--- src/rtl/lcd_ctrl.sv ---
// lcd_ctrl: turns CPU writes to the LCD register into timed HD44780 bus cycles (setup, E pulse, hold, exec wait)
// with a one-deep pending slot. Define LCD_INIT_EN to add a power-up wait plus a fixed init command sequence.
module lcd_ctrl #(
    parameter int T_SETUP     = 4,
    parameter int T_PULSE     = 12,
    parameter int T_HOLD      = 4,
    parameter int T_EXEC      = 2000,
    parameter int T_EXEC_LONG = 80000,
    parameter int T_PWRUP     = 750000
) (
    input  logic        i_clk,
    input  logic        i_reset,
    input  logic [31:0] i_lcd_word,
    input  logic        i_lcd_wr,
    output logic [7:0]  o_lcd_data,
    output logic        o_lcd_rs,
    output logic        o_lcd_rw,
    output logic        o_lcd_en,
    output logic        o_lcd_on,
    output logic        o_busy,
    output logic        o_overflow
);
    localparam int M0    = (T_SETUP > T_PULSE) ? T_SETUP : T_PULSE;
    localparam int M1    = (M0 > T_HOLD) ? M0 : T_HOLD;
    localparam int M2    = (M1 > T_EXEC) ? M1 : T_EXEC;
    localparam int M3    = (M2 > T_EXEC_LONG) ? M2 : T_EXEC_LONG;
    localparam int T_MAX = (M3 > T_PWRUP) ? M3 : T_PWRUP;
    localparam int CW    = (T_MAX > 1) ? $clog2(T_MAX) : 1;

    typedef enum logic [2:0] {
`ifdef LCD_INIT_EN
        INIT_WAIT,
`endif
        IDLE,
        SETUP,
        PULSE,
        HOLD,
        EXEC
    } state_t;

    typedef struct packed {
        logic       on;
        logic       rs;
        logic [7:0] data;
    } cmd_t;

    state_t        state_q, state_d;
    logic [CW-1:0] cnt_q, cnt_d;
    cmd_t          act_q, act_d;
    cmd_t          pend_q, pend_d;
    logic          pend_vld_q, pend_vld_d;
    logic          en_q, en_d;
    logic          busy_q, busy_d;
    logic          ovf_q, ovf_d;

    cmd_t          wr_cmd;
    cmd_t          start_cmd;
    logic          start;
    logic          pend_take;
    logic          is_long;
    logic          unused_word_bits;

`ifdef LCD_INIT_EN
    logic [1:0]    idx_q, idx_d;
    logic          more_q, more_d;

    function automatic cmd_t init_cmd(input logic [1:0] idx);
        case (idx)
            2'd0:    init_cmd = '{on: 1'b1, rs: 1'b0, data: 8'h38};
            2'd1:    init_cmd = '{on: 1'b1, rs: 1'b0, data: 8'h0C};
            2'd2:    init_cmd = '{on: 1'b1, rs: 1'b0, data: 8'h01};
            default: init_cmd = '{on: 1'b1, rs: 1'b0, data: 8'h06};
        endcase
    endfunction
`endif

    assign wr_cmd           = '{on: i_lcd_word[31], rs: i_lcd_word[8], data: i_lcd_word[7:0]};
    assign unused_word_bits = ^i_lcd_word[30:9];
    // Clear display (0x01) and return home (0x02/0x03) need the long execution wait.
    assign is_long          = !act_q.rs && (act_q.data[7:2] == 6'd0) && (act_q.data[1:0] != 2'd0);

    // NOTE: every variable gets a default before the case so no path can infer a latch.
    always_comb begin
        state_d    = state_q;
        cnt_d      = cnt_q;
        act_d      = act_q;
        pend_d     = pend_q;
        pend_vld_d = pend_vld_q;
        ovf_d      = ovf_q;
        start      = 1'b0;
        start_cmd  = pend_q;
        pend_take  = 1'b0;
`ifdef LCD_INIT_EN
        idx_d      = idx_q;
        more_d     = more_q;
`endif

        case (state_q)
`ifdef LCD_INIT_EN
            INIT_WAIT: begin
                if (cnt_q != '0) begin
                    cnt_d = cnt_q - CW'(1);
                end else begin
                    start     = 1'b1;
                    start_cmd = init_cmd(2'd0);
                    idx_d     = 2'd1;
                    more_d    = 1'b1;
                end
            end
`endif
            IDLE: begin
                // A word can only be left pending here if it landed on the final EXEC edge.
                if (pend_vld_q) begin
                    start     = 1'b1;
                    pend_take = 1'b1;
                end else if (i_lcd_wr) begin
                    start     = 1'b1;
                    start_cmd = wr_cmd;
                end
            end
            SETUP: begin
                if (cnt_q != '0) begin
                    cnt_d = cnt_q - CW'(1);
                end else begin
                    state_d = PULSE;
                    cnt_d   = CW'(T_PULSE - 1);
                end
            end
            PULSE: begin
                if (cnt_q != '0) begin
                    cnt_d = cnt_q - CW'(1);
                end else begin
                    state_d = HOLD;
                    cnt_d   = CW'(T_HOLD - 1);
                end
            end
            HOLD: begin
                if (cnt_q != '0) begin
                    cnt_d = cnt_q - CW'(1);
                end else begin
                    state_d = EXEC;
                    cnt_d   = is_long ? CW'(T_EXEC_LONG - 1) : CW'(T_EXEC - 1);
                end
            end
            EXEC: begin
                if (cnt_q != '0) begin
                    cnt_d = cnt_q - CW'(1);
                end
`ifdef LCD_INIT_EN
                else if (more_q) begin
                    start     = 1'b1;
                    start_cmd = init_cmd(idx_q);
                    idx_d     = idx_q + 2'd1;
                    more_d    = (idx_q != 2'd3);
                end
`endif
                else if (pend_vld_q) begin
                    start     = 1'b1;
                    pend_take = 1'b1;
                end else begin
                    state_d = IDLE;
                end
            end
            default: state_d = IDLE;
        endcase

        if (pend_take) begin
            pend_vld_d = 1'b0;
        end

        if (i_lcd_wr && !(state_q == IDLE && !pend_vld_q)) begin
            if (!pend_vld_q || pend_take) begin
                pend_vld_d = 1'b1;
                pend_d     = wr_cmd;
            end else begin
                ovf_d = 1'b1;
            end
        end

        if (start) begin
            state_d = SETUP;
            cnt_d   = CW'(T_SETUP - 1);
            act_d   = start_cmd;
        end

        en_d   = (state_d == PULSE);
        busy_d = (state_d != IDLE) || pend_vld_d;
    end

    // NOTE: state registers use non-blocking assignments so all flops update together at the edge.
    always_ff @(posedge i_clk) begin
        if (i_reset) begin
`ifdef LCD_INIT_EN
            state_q <= INIT_WAIT;
            cnt_q   <= CW'(T_PWRUP - 1);
            busy_q  <= 1'b1;
            idx_q   <= 2'd0;
            more_q  <= 1'b0;
`else
            state_q <= IDLE;
            cnt_q   <= '0;
            busy_q  <= 1'b0;
`endif
            act_q      <= '0;
            pend_q     <= '0;
            pend_vld_q <= 1'b0;
            en_q       <= 1'b0;
            ovf_q      <= 1'b0;
        end else begin
            state_q    <= state_d;
            cnt_q      <= cnt_d;
            act_q      <= act_d;
            pend_q     <= pend_d;
            pend_vld_q <= pend_vld_d;
            en_q       <= en_d;
            busy_q     <= busy_d;
            ovf_q      <= ovf_d;
`ifdef LCD_INIT_EN
            idx_q      <= idx_d;
            more_q     <= more_d;
`endif
        end
    end

    assign o_lcd_data = act_q.data;
    assign o_lcd_rs   = act_q.rs;
    assign o_lcd_on   = act_q.on;
    assign o_lcd_rw   = 1'b0;
    assign o_lcd_en   = en_q;
    assign o_busy     = busy_q;
    assign o_overflow = ovf_q;

endmodule

--- config.mk ---
export PLATFORM = sky130hd
export DESIGN_NAME = lcd_ctrl
export DESIGN_NICKNAME = d
export VERILOG_FILES = /design/src/rtl/lcd_ctrl.sv
export SDC_FILE = /design/constraint.sdc
export NUM_CORES = 1
export LEC_CHECK = 0
export ABC_AREA = 1
export CORE_AREA = 2 2 107 57
export DETAILED_ROUTE_END_ITERATION = 12
export DIE_AREA = 0 0 109 59
export GPL_TIMING_DRIVEN = 0
export PLACE_DENSITY = 0.78
export SLEW_MARGIN = 20
export SYNTH_ARGS = -nofsm -noshare
export SYNTH_HDL_FRONTEND = slang
export SYNTH_SLANG_ARGS = --single-unit
export TNS_END_PERCENT = 5
--- constraint.sdc ---
create_clock -name i_clk -period 2 [get_ports i_clk]
set_clock_uncertainty 0.05 [all_clocks]
set_input_delay 0.2 -clock i_clk [delete_from_list [all_inputs] [get_ports i_clk]]
set_output_delay 0.2 -clock i_clk [all_outputs]
set_load 0.1 [all_outputs]
==> qor.yml, run 1 <==
floorplanning:
  fp.dieW_um: 109
  die_h_um: 59
  start_util_pct: 52.2
  die_area_um2: 6430
  row_count: 19
  pin_count: 49
  fp.coreArea_um2: 5400
worst_setup_path:
  critPathRequiredTime_ns: 2.15
  r2r_slack_ns: 0.13
  r2r_start: "cnt_q[0]"
  path_class: "flip-flop to flip-flop"
  reg2reg_to: "o_lcd_data[4]"
  critPathCaptureType: "flip-flop"
  startpoint_type: "flip-flop"
  rr_worst_depth: 10
  cp_max_fo: 10
  arrival_ns: 2.02
yosys:
  synth-main-ff-cell: "dfxtp_1"
  yosys.area.top_type_share_pct: 33.4
  synth-seq-cells: 47
  synth_compound_area_share_pct: 11.7
  postSynthCellCount: 443
  synth_xor_area_share_pct: 1.86
  yosys-top-cells-count: "nand2_1 (98), nor2_1 (76), inv_1 (57)"
  yosysMostFrequentCell: "nand2_1"
  syn_area_per_cell_um2: 6.36
  synth_edf_count: 0
  synth-simple-area-share_pct: 40.8
  synth_fa_ha_area_share_pct: 0.888
  synth.area.mux_share_pct: 0
  yosysWarnings: 0
  synth_top_family_by_area: "simple AND/OR/NAND/NOR gates"
  synth.area.top_cells: "dfxtp_1 (33%), nand2_1 (13%), nor2_1 (10%)"
  async_flop_share_pct: 0
  synth_fp_nets: 480
  yosys.area.top_type: "dfxtp_1"
  synth_cell_types: 36
  synth.yosys.seq_area_share_pct: 33.4
  syn-cell-area_um2: 2820
place:
  gp_congestion: 0.882
  place_hpwl_um: 5010
  place.port_buffers: 25
  place_ws_ns: -0.0373
sta:
  hold_viol_final: 0
  fin_ws_ns: 0.131
  maxSlewHeadroom_pct: 35.8
  rsz0062_at_grt: "true"
  setup_tns_ns: 0
  worstMarginPinSlew_ns: 0.961
  slew_viol_final: 0
  fin_crit_sh_pct: 93.5
  fmax_mhz: 535
  setup_viol: 0
  hold_ws_ns: 0.412
  period_minus_slack_ns: 1.87
grt:
  grt_pass1_wl_um: 11000
  grt-ovfl-total: 0
  grt_max_degree: 16
  grtUsageTotal_pct: 22.1
  grt_pass1_vias: 2408
  grt_antenna_before_repair: 0
clock_tree:
  cts_sinks: 47
  clk_path_buf_depth: 2
  clk_pin_slew_ns: 0.09
  cts-buffers-inserted: 5
  insertion_delay_ns: 0.30
  cts_setup_buffers: 0
  htree_levels: 2
  cts_tree: "built"
  clk_root_buffer_cell: "clkbuf_8"
layout:
  nFillCells: 522
  drive_above_1_share_pct: 10.1
  num-nets-final: 512
  synthToLayoutAreaGrowth_pct: 16.2
  antenna_cells: 0
flow_run:
  drv_cap: 0
min_path:
  worstHoldPathCells: 2
  hp-start: "o_lcd_on"
  hold_class: "flip-flop to flip-flop"
  min_to: "o_lcd_on"
drt:
  avgRoutedWirePerCell_um: 12.1
  drt-vias-per-instance: 5.15
  highest_layer: "met4"
  wl_um: 6650
  met1Wirelength_um: 3140
  drc: 0
  drtIter0Drc: 152
  vias: 2826
  dr_wl_met3_um: 443
  met2_length_um: 3010
  dr.pass1.iters: 5
  drtAntennaViolNets: 0
outcome:
  status: "complete, no violations"
-- layout by cell type, fill, tap and decap left out, types with 4 or more instances in the layout --
cell / instances
nand2_1: 97
nor2_1: 74
inv_1: 57
dfxtp_1: 47
nand3_1: 41
a21oi_1: 26
o21ai_0: 25
clkdlybuf4s50_1: 12
dlygate4sd2_1: 11
nor2_2: 9
nand4_1: 7
nand2_2: 6
o21ai_1: 6
clkbuf_8: 6
nor2_4: 4
inv_2: 4
clkbuf_1: 4
buf_6: 4
-- state kept, by name (all words and copies together), names as in the netlist --
| name | cells |
|---|---|
| pend_q | 10 |
| cnt_q | 20 |
| o_overflow | 1 |
| o_busy | 1 |
| pend_vld_q | 1 |
| o_lcd_rs | 1 |
| state_q | 3 |
| o_lcd_on | 1 |
| o_lcd_data | 8 |
| o_lcd_en | 1 |
-- critical path, stage by stage (launching register included) --
cell	delay, ns
dfxtp_1	0.32
inv_1	0.11
ha_2	0.22
nand2_1	0.09
nor2_4	0.15
nand3_2	0.12
nand2_1	0.12
nand3_4	0.17
buf_6	0.21
o21ai_1	0.15
a21oi_1	0.05
-- through the flow --
step | cells | cell area, um^2 | util (%)
6_report | 549 | 3270 | 60.7
5_1_grt | 549 | 3270 | 60.7
4_1_cts | 549 | 3250 | 60.1
3_5_place_dp | 541 | 3160 | 58.6
3_3_place_gp | 541 | 3160 | 58.6
2_1_floorplan | 443 | 2820 | -
-- cells by family (layout without fill, tap and decap cells) --
| logic type | after synthesis | count (layout) |
|---|---|---|
| AO/OA/AOI/OAI | 63 | 63 |
| XOR/XNOR | 6 | 6 |
| adder cells (fa/ha/maj) | 2 | 2 |
| buffers and inverters | 74 | 107 |
| flip-flops | 47 | 47 |
| other | 1 | 1 |
| AND/OR/NAND/NOR | 250 | 250 |
-- worst max path at each step --
stage | to | start | cells past startpoint
after global routing | o_lcd_data[4] | cnt_q[0] | 10
after global placement | o_lcd_data[1] | i_reset | 6
after CTS | o_lcd_en | o_lcd_en | 1
after detailed placement | o_lcd_data[1] | i_reset | 6
final | o_lcd_data[4] | cnt_q[0] | 10
after floorplan | cnt_q[16] | o_lcd_data[1] | 6
-- metal layers --
layer  vias to the layer above  track usage, %
li1                       1467               -
met1                      1261            30.8
met2                        92            36.1
met3                         6            3.30
met4                         0            6.23
met5                         -               0
-- cell type report --
type                            instances  area [um^2]  share of cell area [%]
Multi-Input combinational cell        322         1590                    48.4
Sequential cell                        47          941                    28.7
Timing Repair Buffer                   25          241                    7.37
Inverter                               62          235                    7.18
Tap cell                               73         91.3                    2.79
Clock buffer                            6         82.6                    2.52
Buffer                                 12         81.3                    2.48
Clock inverter                          2         16.3                   0.497
-- what timing repair did --
item                                    4_1_cts  5_1_grt
endpoints found under the setup margin       11       14
hold buffers                                  0        0
resized for setup                            11        8
Power of run 1 is left out: the tool's default activity adds up to more than one toggle a clock period on the data nets, which glitch-free logic cannot reach.
==> inputs of run 2 (changes only) <==
--- a/config.mk
+++ b/config.mk
@@ -11,6 +11,7 @@
 export DIE_AREA = 0 0 109 59
 export GPL_TIMING_DRIVEN = 0
 export PLACE_DENSITY = 0.78
+export RECOVER_POWER = 50
 export SLEW_MARGIN = 20
 export SYNTH_ARGS = -nofsm -noshare
 export SYNTH_HDL_FRONTEND = slang
==> run 2 against run 1 <==
Maximum frequency down 0.17%; routed wire length up 0.53%; worst hold slack improved by 0.0013 ns; critical path depth is the same; global-route usage stayed put; register-to-register slack hardly changed; final cell count stayed put; via count grew 1.1%; cell area decreased by 1.3%; non-clock buffer count unchanged; first-iteration DRC count rose by 1.3%; worst setup slack got worse by 0.0031 ns; highest routed layer unchanged.
==> qor.yml, run 2 (synthesis gave the netlist of run 1 again) <==
clock_tree:
  cts_sinks: 47  # unchanged
  cts-buffers-inserted: 5  # unchanged
  insertion_delay_ns: 0.31  # about the same
  clk_root_buffer_cell: "clkbuf_8"
  cts_tree: "built"
  cts_setup_buffers: 0  # unchanged
  htree_levels: 2  # unchanged
  clk_path_buf_depth: 2  # unchanged
  clk_pin_slew_ns: 0.09  # about the same
drt:
  drtAntennaViolNets: 0  # unchanged
  avgRoutedWirePerCell_um: 12.2  # +0.53%
  drt-vias-per-instance: 5.21  # +1.1%
  wl_um: 6690  # +0.53%
  vias: 2858  # +1.1%
  drc: 0  # unchanged
  drtIter0Drc: 154  # +1.3%
  dr.pass1.iters: 5  # unchanged
layout:
  nFillCells: 528  # +1.1%
  multi_input_area_um2: 1590  # unchanged
  largest_register: "cnt_q"
  num-nets-final: 512  # unchanged
  synthToLayoutAreaGrowth_pct: 14.6
  area.sequential_um2: 941  # unchanged
  mostFrequentLayoutCells: "nand2_1 (97), nor2_1 (74), inv_1 (57), dfxtp_1 (47), nand3_1 (41)"
  final_common_cell: "nand2_1"
  drive_above_1_share_pct: 10.1  # unchanged
  antenna_cells: 0  # unchanged
  largest_reg_flops: 20  # unchanged
grt:
  grt_max_degree: 16  # unchanged
  grt_antenna_before_repair: 0  # unchanged
  grt_pass1_vias: 2408  # unchanged
  grt-ovfl-total: 0  # unchanged
  grtUsageTotal_pct: 22.1  # unchanged
  grt_pass1_wl_um: 11000  # unchanged
sta:
  slew_viol_final: 0  # unchanged
  period_minus_slack_ns: 1.87  # +0.00309 ns
  setup_viol: 0  # unchanged
  hold_viol_final: 0  # unchanged
  fmax_mhz: 534  # -0.17%
  hold_ws_ns: 0.413  # +0.00126 ns
  maxSlewHeadroom_pct: 22.1  # -14 points
  fin_crit_sh_pct: 93.6  # +0.15 points
  fin_ws_ns: 0.128  # -0.00309 ns
  rsz0062_at_grt: "true"
  worstMarginPinSlew_ns: 1.17  # +0.213 ns
worst_setup_path:
  startpoint_type: "flip-flop"
  cp_max_fo: 10  # unchanged
  r2r_start: "cnt_q[0]"
  cp-startpoint: "cnt_q[0]"
  critPathRequiredTime_ns: 2.15  # about the same
  arrival_ns: 2.03  # about the same
  path_class: "flip-flop to flip-flop"
  critPathCaptureType: "flip-flop"
place:
  place.port_buffers: 25  # unchanged
  gp_congestion: 0.882  # unchanged
  place_hpwl_um: 5010  # unchanged
  place_ws_ns: -0.0373  # unchanged
outcome:
  status: "complete, no violations"
floorplanning:
  fp.dieW_um: 109  # unchanged
  pin_count: 49  # unchanged
  fp.coreArea_um2: 5400  # unchanged
  die_h_um: 59  # unchanged
  die_area_um2: 6430  # unchanged
  start_util_pct: 52.2  # unchanged
  row_count: 19  # unchanged
min_path:
  hold_class: "flip-flop to flip-flop"
  hp-start: "o_lcd_on"
flow_run:
  drv_cap: 0  # unchanged
run 2: through the flow:
stage	cell area [um^2]	instances	TNS, ns	utilization [%]
finish	3230	549	0	59.9
global route	3230	549	-0.00488	59.9
CTS	3250	549	0	60.1
detailed placement	3160	541	-0.0728	58.6
global placement	3160	541	-0.0648	58.6
floorplan	2820	443	0	-
run 2: timing repair:
item	CTS	global route
hold buffers	0	0
gates resized for setup	11	8
endpoints found under the setup margin	11	14
pin swaps	0	0
run 2: area by class of cell:
cell class              instances  area share (%)
well taps                      73            2.83
inverters                      62            7.28
plain buffers                  12            2.52
clock buffers                   6            2.56
multi-input cells             322            49.1
repair buffers                 25            6.16
flip-flops and latches         47            29.1
clock inverters                 2           0.503
run 2: worst paths after layout:
| kind | end | slack (ns) | cells after the start |
|---|---|---|---|
| worst min-delay path | o_lcd_on | 0.41 | 2 |
| worst max-delay path | o_lcd_data[4] | 0.13 | 10 |
| worst max register to register | o_lcd_data[4] | 0.13 | 10 |
| worst min register to register | o_lcd_on | 0.41 | 2 |
run 2: metal layers:
| metal | track usage (%) | routed length [um] |
|---|---|---|
| met1 | 30.8 | 3120 |
| met2 | 36.1 | 3030 |
| met3 | 3.30 | 463 |
| met4 | 6.23 | 68 |
| met5 | 0 | 0 |
run 2: critical path, cell delays in order, from the launching register on:
cell     delay (ns)
dfxtp_1        0.32
inv_1          0.11
ha_2           0.22
nand2_1        0.09
nor2_4         0.15
nand3_2        0.12
nand2_1        0.12
nand3_4        0.17
buf_6          0.21
o21ai_1        0.15
a21oi_1        0.05
Power of run 2 is left out for the same reason.
